==> src/rtl/song_player.sv <==
// Autonomous Ode-to-Joy sequencer driving a one-hot key vector in the same format as the piano's sw input.
// Optional macro SONG_PLAYER_LOOP_EN: wrap back to the first note instead of stopping after the last one.
module song_player #(
  parameter int BEAT_CYCLES = 25000000,
  parameter int GAP_CYCLES  = 2500000
) (
  input  logic       CLK,
  input  logic       RESET,
  input  logic       start,
  input  logic       stop,
  output logic [7:0] keys,
  output logic       busy,
  output logic [3:0] idx,
  output logic       done
);

  typedef enum logic [1:0] {IDLE, PLAY, GAP} state_t;

  localparam logic [3:0]  LAST_IDX = 4'd14;
  localparam logic [26:0] LEN1     = 27'(BEAT_CYCLES - GAP_CYCLES - 1);
  localparam logic [26:0] LEN2     = 27'(2 * BEAT_CYCLES - GAP_CYCLES - 1);
  localparam logic [26:0] LEN3     = 27'(3 * BEAT_CYCLES - GAP_CYCLES - 1);
  localparam logic [26:0] GAP_LEN  = 27'(GAP_CYCLES - 1);

  state_t      state, state_d;
  logic [3:0]  idx_d;
  logic [26:0] cnt, cnt_d;
  logic [7:0]  keys_d;
  logic        done_d;
  logic        start_q;
  logic        armed;
  logic        start_edge;

  // Note table: 1=C4 .. 8=C5
  function automatic logic [3:0] note_code(input logic [3:0] i);
    case (i)
      4'd0, 4'd1, 4'd6, 4'd11, 4'd12: note_code = 4'd3;
      4'd2, 4'd5:                     note_code = 4'd4;
      4'd3, 4'd4:                     note_code = 4'd5;
      4'd7, 4'd10, 4'd13, 4'd14:      note_code = 4'd2;
      default:                        note_code = 4'd1;
    endcase
  endfunction

  function automatic logic [1:0] note_beats(input logic [3:0] i);
    note_beats = (i == LAST_IDX) ? 2'd2 : 2'd1;
  endfunction

  function automatic logic [26:0] play_len(input logic [3:0] i);
    case (note_beats(i))
      2'd2:    play_len = LEN2;
      2'd3:    play_len = LEN3;
      default: play_len = LEN1;
    endcase
  endfunction

  function automatic logic [7:0] key_of(input logic [3:0] i);
    key_of = 8'h80 >> (note_code(i) - 4'd1);
  endfunction

  // armed blocks the first cycle after reset so a start held high through
  // reset release is not mistaken for a fresh rising edge
  assign start_edge = start & ~start_q & armed;
  assign busy       = (state != IDLE);

  always_comb begin
    state_d = state;
    idx_d   = idx;
    cnt_d   = cnt;
    keys_d  = keys;
    done_d  = 1'b0;
    case (state)
      IDLE: begin
        keys_d = 8'h00;
        idx_d  = 4'd0;
        if (start_edge && !stop) begin
          state_d = PLAY;
          idx_d   = 4'd0;
          cnt_d   = play_len(4'd0);
          keys_d  = key_of(4'd0);
        end
      end
      PLAY: begin
        if (stop) begin
          state_d = IDLE;
          idx_d   = 4'd0;
          cnt_d   = 27'd0;
          keys_d  = 8'h00;
        end else if (cnt == 27'd0) begin
          state_d = GAP;
          keys_d  = 8'h00;
          cnt_d   = GAP_LEN;
        end else begin
          cnt_d = cnt - 27'd1;
        end
      end
      GAP: begin
        keys_d = 8'h00;
        if (stop) begin
          state_d = IDLE;
          idx_d   = 4'd0;
          cnt_d   = 27'd0;
        end else if (cnt == 27'd0) begin
          if (idx < LAST_IDX) begin
            state_d = PLAY;
            idx_d   = idx + 4'd1;
            cnt_d   = play_len(idx + 4'd1);
            keys_d  = key_of(idx + 4'd1);
          end else begin
            done_d = 1'b1;
            idx_d  = 4'd0;
`ifdef SONG_PLAYER_LOOP_EN
            state_d = PLAY;
            cnt_d   = play_len(4'd0);
            keys_d  = key_of(4'd0);
`else
            state_d = IDLE;
            cnt_d   = 27'd0;
`endif
          end
        end else begin
          cnt_d = cnt - 27'd1;
        end
      end
      default: begin
        state_d = IDLE;
        idx_d   = 4'd0;
        cnt_d   = 27'd0;
        keys_d  = 8'h00;
      end
    endcase
  end

  always_ff @(posedge CLK or posedge RESET) begin
    if (RESET) begin
      state   <= IDLE;
      idx     <= 4'd0;
      cnt     <= 27'd0;
      keys    <= 8'h00;
      done    <= 1'b0;
      start_q <= 1'b0;
      armed   <= 1'b0;
    end else begin
      state   <= state_d;
      idx     <= idx_d;
      cnt     <= cnt_d;
      keys    <= keys_d;
      done    <= done_d;
      start_q <= start;
      armed   <= 1'b1;
    end
  end

endmodule
==> config.mk <==
export PLATFORM = sky130hd
export DESIGN_NAME = song_player
export DESIGN_NICKNAME = d
export VERILOG_FILES = /design/src/rtl/song_player.sv
export SDC_FILE = /design/constraint.sdc
export NUM_CORES = 1
export LEC_CHECK = 0
export ABC_CLOCK_PERIOD_IN_PS = 5100
export BUFFER_PORTS_ARGS = -buffer_cell sky130_fd_sc_hd__buf_2
export CAP_MARGIN = 0
export CORE_AREA = 2 2 97 122
export CTS_CLUSTER_SIZE = 24
export DETAILED_ROUTE_END_ITERATION = 16
export DIE_AREA = 0 0 99 124
export GPL_ROUTABILITY_DRIVEN = 0
export PLACE_DENSITY = 0.42
export SYNTH_ARGS = -nofsm -noshare
export SYNTH_HDL_FRONTEND = slang
export SYNTH_SLANG_ARGS = --single-unit
==> constraint.sdc <==
create_clock -name CLK -period 5.1 [get_ports CLK]
set_input_delay 0.255 -clock CLK [delete_from_list [all_inputs] [get_ports CLK]]
set_output_delay 0.255 -clock CLK [all_outputs]
set_load 0.01 [all_outputs]
== After elaboration in Yosys (flattened, before gate mapping) ==
Memory sizes are Yosys's and may differ from the RTL's.
Index checks and enable logic that the tools add are counted.

* Register bits after elaboration: 44
* ROM bits: 48
* Input port bits: 4
* Output and inout bits: 14
* Logic and storage cells: 68
* Memories kept: 1

{| class="wikitable"
|+ Memories
! name !! words !! width !! read ports !! clocked after Yosys merged registers in !! wr ports !! RTL line !! source
|-
| (name not given) || 16 || 3 || 1 || 0 || 0 || 36 || <nowiki>case (i)</nowiki>
|}

* Add/subtract/negate cells: 3
* Magnitude comparators: 1
* Eq/ne operators: 9
* Shift operators: 1
* Muxes and demuxes: 36
* Bitwise logic cells: 3
* Reduce and logical (&&, ||, !) cells: 7

{| class="wikitable"
|+ Operators by type and width
! kind !! number
|-
| $mux 27 || 6
|-
| $pmux 27 s3 || 1
|-
| $pmux 27 s2 || 1
|-
| $mux 8 || 5
|-
| $mux 4 || 8
|-
| $logic_not 27->1 || 1
|-
| $sub 27x1->27 const B || 1
|-
| $pmux 8 s3 || 1
|-
| $mux 2 || 6
|-
| $pmux 4 s2 || 1
|-
| $shr 8x4->8 const A || 1
|-
| $eq 2x2->1 const B || 3
|-
| $mux 6 || 1
|-
| $ne 3x3->1 const B || 2
|-
| $pmux 2 s3 || 1
|-
| $mux 1 || 5
|-
| $add 4x1->4 const B || 1
|-
| $eq 4x4->1 const B || 1
|-
| $lt 4x4->1 const B || 1
|-
| $ne 2x2->1 const B || 2
|-
| $sub 4x1->4 const B || 1
|-
| $reduce_and 3->1 || 1
|-
| $and 1x1->1 || 2
|-
| $eq 2x1->1 const B || 1
|-
| 6 further kinds || 6
|}

== Longest topological paths before layout ==
An unclocked memory read counts as a cell.

* Depth after elaboration: 12
* Depth in mapped cells: 8
* Mapped depth without buffers: 7

== Worst setup path before layout ==
Ideal clock, no wire load.

* Path type: flip-flop to flip-flop
* From: register cnt[19]
* To: register cnt[3]
* Setup time: 0.081 ns
* Arrival: 2.324 ns
* Data required time: 5.019 ns
* Setup slack: 2.696 ns
* Cell stages (with the launch flop): 7
* Path buffers: 1
* Clock period less this slack: 2.404 ns
* Cells stage by stage: dfrtp_1 -> or4_4 -> or4_1 -> or4_1 -> buf_6 -> mux2_4 -> o211ai_2

* Cells in the longest elaborated chain, start to end: 4
* Elaborated cells on any way between the ends: 6
* Classes of those cells: mux (5); reduce/logical (1)

{| class="wikitable"
|+ RTL lines
! item !! RTL line !! source
|-
| from (decl) || 27 || <nowiki>logic [26:0] cnt, cnt_d;</nowiki>
|-
| from (signal assigned) || 146 || <nowiki>cnt <= cnt_d;</nowiki>
|-
| $logic_not 27->1 (*) || 89, 103 ||
|-
| $mux 27, on equally long branches || 103, 89 ||
|-
| $mux 27, on equally long branches || 99, 84 ||
|-
| $pmux 27 s3 (*) || 72 || <nowiki>case (state)</nowiki>
|}

Mark *: on every way between the ends. The rest lies on a longest branch, timed or not.
A chain may end at the register's enable or synchronous reset.

== Worst setup path in the final report ==
* From: register cnt[10]
* To: register idx[3]

* Cells in the longest elaborated chain, start to end: 3

{| class="wikitable"
|+ RTL lines
! item !! RTL line !! source
|-
| $logic_not 27->1 || 103 || <nowiki>end else if (cnt == 27'd0) begin</nowiki>
|-
| $ne 3x3->1 (no line) || -- ||
|-
| $reduce_and 2->1 (no line) || -- ||
|-
| to (signal assigned) || 145 || <nowiki>idx <= idx_d;</nowiki>
|-
| to (decl) || 13 || <nowiki>output logic [3:0] idx,</nowiki>
|}

No other way between the ends.

==> impl_metrics.prom <==
# TYPE chip_impl_metric gauge
chip_impl_info{name="status",value="complete, no violations"} 1
chip_impl_metric{name="rows",unit=""} 43
chip_impl_metric{name="cts-buffers-inserted",unit=""} 5
chip_impl_metric{name="grt_start_max_net_pins",unit=""} 45
chip_impl_metric{name="period_share",unit="%"} 58.36
chip_impl_metric{name="deepest_clock_path_buffer_count",unit=""} 2
chip_impl_metric{name="setup_tns",unit="ns"} 0
chip_impl_metric{name="ys_async_sr_fraction",unit="%"} 100.0
chip_impl_info{name="reg2reg_to",value="idx[3]"} 1
chip_impl_metric{name="tritoncts_num_sinks",unit=""} 44
chip_impl_metric{name="design.core.area",unit="mm2"} 0.01103
chip_impl_metric{name="h_tree_levels",unit=""} 2
chip_impl_metric{name="detailedRoute.firstPassIterationCount",unit=""} 4
chip_impl_metric{name="number_of_enable_type_register_cells_in_the_synthesized_netlist",unit=""} 0
chip_impl_metric{name="timing.slew.headroom",unit="%"} 34.93
chip_impl_metric{name="power_density",unit="mW/mm2"} 300.9
chip_impl_metric{name="final.setup_skew",unit="ns"} 0.009371
chip_impl_metric{name="route.vias.total",unit=""} 2448
chip_impl_metric{name="timing.fmax",unit="GHz"} 0.3360
chip_impl_metric{name="seq_area_frac_synth",unit="%"} 40.35
chip_impl_info{name="cts_tree",value="yes"} 1
chip_impl_metric{name="finalHoldWorstSlack",unit="ns"} 0.08131
chip_impl_info{name="endpoint_kind",value="register"} 1
chip_impl_metric{name="dp_hpwl",unit="mm"} 5.951
chip_impl_info{name="worstPathCellList",value="nor4_1, nand3_1, or4_1, o21ai_2, o22ai_1"} 1
chip_impl_metric{name="power.switching",unit="uW"} 294.7
chip_impl_metric{name="postCtsResizedCells",unit=""} 0
chip_impl_metric{name="worstSkewPairLatency",unit="ns"} 0.29
chip_impl_info{name="timing.hold.worst.class",value="primary input to register"} 1
chip_impl_metric{name="r2r_setup_slack",unit="ns"} 2.12
chip_impl_metric{name="seqPwrFrac",unit="%"} 46.3
chip_impl_metric{name="peakVddDrop",unit="uV"} 120.0
chip_impl_metric{name="max_cap_viol_count",unit=""} 0
chip_impl_info{name="clock-root-buffer",value="sky130_fd_sc_hd__clkbuf_16"} 1
chip_impl_metric{name="first_global_vias",unit=""} 2475
chip_impl_metric{name="ant_nets",unit=""} 0
chip_impl_info{name="timing.critical_path.slowest_stage_cell",value="sky130_fd_sc_hd__or4_1"} 1
chip_impl_metric{name="critPathArrivalTime",unit="ns"} 3.12
chip_impl_info{name="hold-path-endpoint",value="start_q"} 1
chip_impl_metric{name="synth_area_per_cell",unit="um2"} 8.774
chip_impl_metric{name="combPwrFrac",unit="%"} 19.9
chip_impl_metric{name="clock_power_share",unit="%"} 33.8
chip_impl_metric{name="worst_r2r_path_depth",unit=""} 5
chip_impl_metric{name="critical_path.max_stage_delay",unit="ns"} 0.90
chip_impl_info{name="worstReg2RegStart",value="cnt[10]"} 1
chip_impl_metric{name="total_leakage_power",unit="nW"} 1.311
chip_impl_metric{name="drt-vias-per-instance",unit=""} 5.333
chip_impl_metric{name="antenna_cells_inserted",unit=""} 0
chip_impl_metric{name="number_of_cells_on_the_worst_hold_path",unit=""} 1
chip_impl_info{name="synthFlopType",value="sky130_fd_sc_hd__dfrtp_1"} 1
chip_impl_metric{name="postCtsSetupRepairBufs",unit=""} 0
chip_impl_metric{name="postSynthRegisterBits",unit=""} 44
chip_impl_metric{name="ctsHoldBuffers",unit=""} 0
chip_impl_info{name="crit_path_start_kind",value="register"} 1
chip_impl_metric{name="power.share.switching",unit="%"} 31.73
chip_impl_metric{name="worst_ep_required_time",unit="ns"} 5.25
chip_impl_metric{name="groute.usage.overall",unit="%"} 14.52
chip_impl_metric{name="tightestPinTransition",unit="ns"} 0.9747
chip_impl_metric{name="finalSetupViolCount",unit=""} 0
chip_impl_info{name="start_point_of_the_worst_min_delay_path",value="start"} 1
chip_impl_metric{name="syn-num-nets",unit=""} 319
chip_impl_metric{name="drv_slew",unit=""} 0
chip_impl_metric{name="synth.distinct_cells",unit=""} 59
chip_impl_metric{name="fillCellCount",unit=""} 1185
chip_impl_metric{name="postRouteWirelength",unit="mm"} 8.394
chip_impl_metric{name="critical_path.max_fanout",unit=""} 11
chip_impl_metric{name="first_pass_grt_wire_length",unit="mm"} 13.79
chip_impl_metric{name="synthesis.instances",unit=""} 311
chip_impl_metric{name="area_of_the_mapped_netlist",unit="mm2"} 0.002729
chip_impl_metric{name="design.die.area",unit="mm2"} 0.01228
chip_impl_metric{name="drcViolationCount",unit=""} 0
chip_impl_info{name="timing_worst_setup_path_type",value="register to register"} 1
chip_impl_metric{name="die_height",unit="um"} 124
chip_impl_metric{name="area_growth",unit="%"} 13.11
chip_impl_metric{name="ioPinCount",unit=""} 18
chip_impl_metric{name="grt_antenna_before_repair",unit=""} 0
chip_impl_info{name="rsz_0062_raised_after_global_routing",value="false"} 1
chip_impl_metric{name="final_nets",unit=""} 332
chip_impl_metric{name="hold_viol",unit=""} 0
chip_impl_metric{name="p_int",unit="uW"} 634.2
chip_impl_metric{name="finalWorstPathRequiredPeriod",unit="ns"} 2.976
chip_impl_metric{name="layout-drive-gt1-share",unit="%"} 12.65
chip_impl_metric{name="detail_route.iter0.violations",unit=""} 152
chip_impl_metric{name="die_width",unit="um"} 99
chip_impl_metric{name="synthesis.yosys.warnings",unit=""} 0
chip_impl_metric{name="initial_cell_density_of_the_core",unit="%"} 24.74
chip_impl_metric{name="wl_per_cell",unit="um"} 18.29
chip_impl_metric{name="clkSlewWorstSetupHoldPaths",unit="ns"} 0.07
chip_impl_metric{name="overflow_left_after_global_routing",unit=""} 0
chip_impl_metric{name="quantity_of_i_o_buffers_inserted_on_ports",unit=""} 17
==> layout make-up <==
class / instances / area, um2 / area share (%)
multi-input cells: 243 / 1530 / 49.57
flip-flops and latches: 44 / 1101 / 35.67
well taps: 135 / 168.9 / 5.472
clock buffers: 5 / 125.1 / 4.054
repair buffers: 21 / 115.1 / 3.729
inverters: 9 / 33.78 / 1.094
clock inverters: 2 / 12.51 / 0.4054
==> kinds of logic after synthesis <==
kind of cell | after synthesis | synth area share, %
and+or+nand+nor | 132 | 25.58
AOI/OAI and AO/OA | 92 | 23.29
DFF | 44 | 40.35
buffers and inverters | 24 | 3.576
xor gates and xnor gates | 8 | 2.568
muxes | 6 | 2.659
adders and majority gates | 4 | 1.834
other | 1 | 0.1374
==> flip-flops by register name (all words and copies together) (netlist names) <==
register and count:
cnt 27, done 1, armed 1, state 2, keys 8, start_q 1, idx 4
==> stage by stage <==
step / area, um2 / total power, mW / std cells / setup WS [ns] / util [%]
final: 3087 / 0.9289 / 459 / 2.124 / 27.99
after CTS: 3087 / 0.9427 / 459 / 2.116 / 27.99
after detailed placement: 2949 / 0.6188 / 452 / 2.125 / 26.74
after global placement: 2949 / 0.6197 / 452 / 2.205 / 26.74
after floorplan: 2729 / 0.5648 / 311 / 2.696 / -
after global routing: 3087 / 0.9850 / 459 / 1.808 / 27.99
==> critical path: cells and delay by family (launching register included) <==
family,cells,cell delay (ns)
and+or+nand+nor,3,1.84
AOI/OAI and AO/OA,2,0.53
DFF,1,0.46
==> power groups by stage <==
| stage | clock (mW) | combinational, mW | sequential [mW] |
|---|---|---|---|
| 6_report | 0.314 | 0.185 | 0.430 |
| 5_1_grt | 0.337 | 0.212 | 0.435 |
| 4_1_cts | 0.328 | 0.186 | 0.428 |
| 3_5_place_dp | 0 | 0.185 | 0.434 |
| 3_3_place_gp | 0 | 0.185 | 0.435 |
| 2_1_floorplan | 0 | 0.144 | 0.421 |
==> metal layers <==
layer | share of wire [%] | up-vias | GRT usage, %
li1 | - | 1188 | -
met1 | 43 | 1172 | 17.79
met2 | 50 | 73 | 25.59
met3 | 5.1 | 15 | 2.076
met4 | 2.3 | 0 | 5.908
met5 | 0 | - | 0
==> worst max-delay path by stage <==
stage | start | to | cells after the start
floorplan | cnt[19] | cnt[3] | 6
global placement | cnt[10] | idx[3] | 5
detailed placement | cnt[10] | cnt[17] | 5
CTS | cnt[10] | idx[3] | 5
global route | cnt[10] | idx[3] | 5
finish | cnt[10] | idx[3] | 5
==> synthesized netlist by cell type (3+ instances only) <==
| library cell | count | area [um2] |
|---|---|---|
| sky130_fd_sc_hd__xnor2_1 | 6 | 52.55 |
| sky130_fd_sc_hd__nand3_1 | 10 | 50.05 |
| sky130_fd_sc_hd__nor2_1 | 30 | 112.6 |
| sky130_fd_sc_hd__nand2_1 | 23 | 86.33 |
| sky130_fd_sc_hd__nor4_1 | 10 | 62.56 |
| sky130_fd_sc_hd__o21ai_2 | 3 | 26.28 |
| sky130_fd_sc_hd__o21ai_0 | 20 | 100.1 |
| sky130_fd_sc_hd__a21oi_1 | 16 | 80.08 |
| sky130_fd_sc_hd__a22oi_1 | 4 | 30.03 |
| sky130_fd_sc_hd__o221ai_1 | 4 | 35.03 |
| sky130_fd_sc_hd__o21a_1 | 5 | 37.54 |
| sky130_fd_sc_hd__nor3_1 | 13 | 65.06 |
| sky130_fd_sc_hd__inv_1 | 9 | 33.78 |
| sky130_fd_sc_hd__clkbuf_1 | 14 | 52.55 |
| sky130_fd_sc_hd__a21o_1 | 5 | 37.54 |
| sky130_fd_sc_hd__or3_1 | 6 | 37.54 |
| sky130_fd_sc_hd__o31ai_1 | 6 | 45.04 |
| sky130_fd_sc_hd__o22ai_1 | 3 | 18.77 |
| sky130_fd_sc_hd__a22o_1 | 4 | 35.03 |
| sky130_fd_sc_hd__nand2b_1 | 7 | 43.79 |
| sky130_fd_sc_hd__nor2b_1 | 3 | 18.77 |
| sky130_fd_sc_hd__ha_1 | 4 | 50.05 |
| sky130_fd_sc_hd__and2_1 | 8 | 50.05 |
| sky130_fd_sc_hd__nand4_1 | 3 | 18.77 |
| sky130_fd_sc_hd__dfrtp_1 | 44 | 1101 |
| sky130_fd_sc_hd__or4_1 | 5 | 37.54 |
==> cells in the final DEF (no fill, tap or decap), types with 7 or more instances in the layout <==
cell type / instances
sky130_fd_sc_hd__inv_1: 8
sky130_fd_sc_hd__o21ai_0: 20
sky130_fd_sc_hd__a21oi_1: 16
sky130_fd_sc_hd__nor3_1: 13
sky130_fd_sc_hd__buf_2: 17
sky130_fd_sc_hd__nand3_1: 10
sky130_fd_sc_hd__dfrtp_1: 44
sky130_fd_sc_hd__nor4_1: 10
sky130_fd_sc_hd__nor2_1: 30
sky130_fd_sc_hd__nand2b_1: 7
sky130_fd_sc_hd__nand2_1: 23
sky130_fd_sc_hd__and2_1: 8
Note: power is estimated with default switching activity, not from simulation.
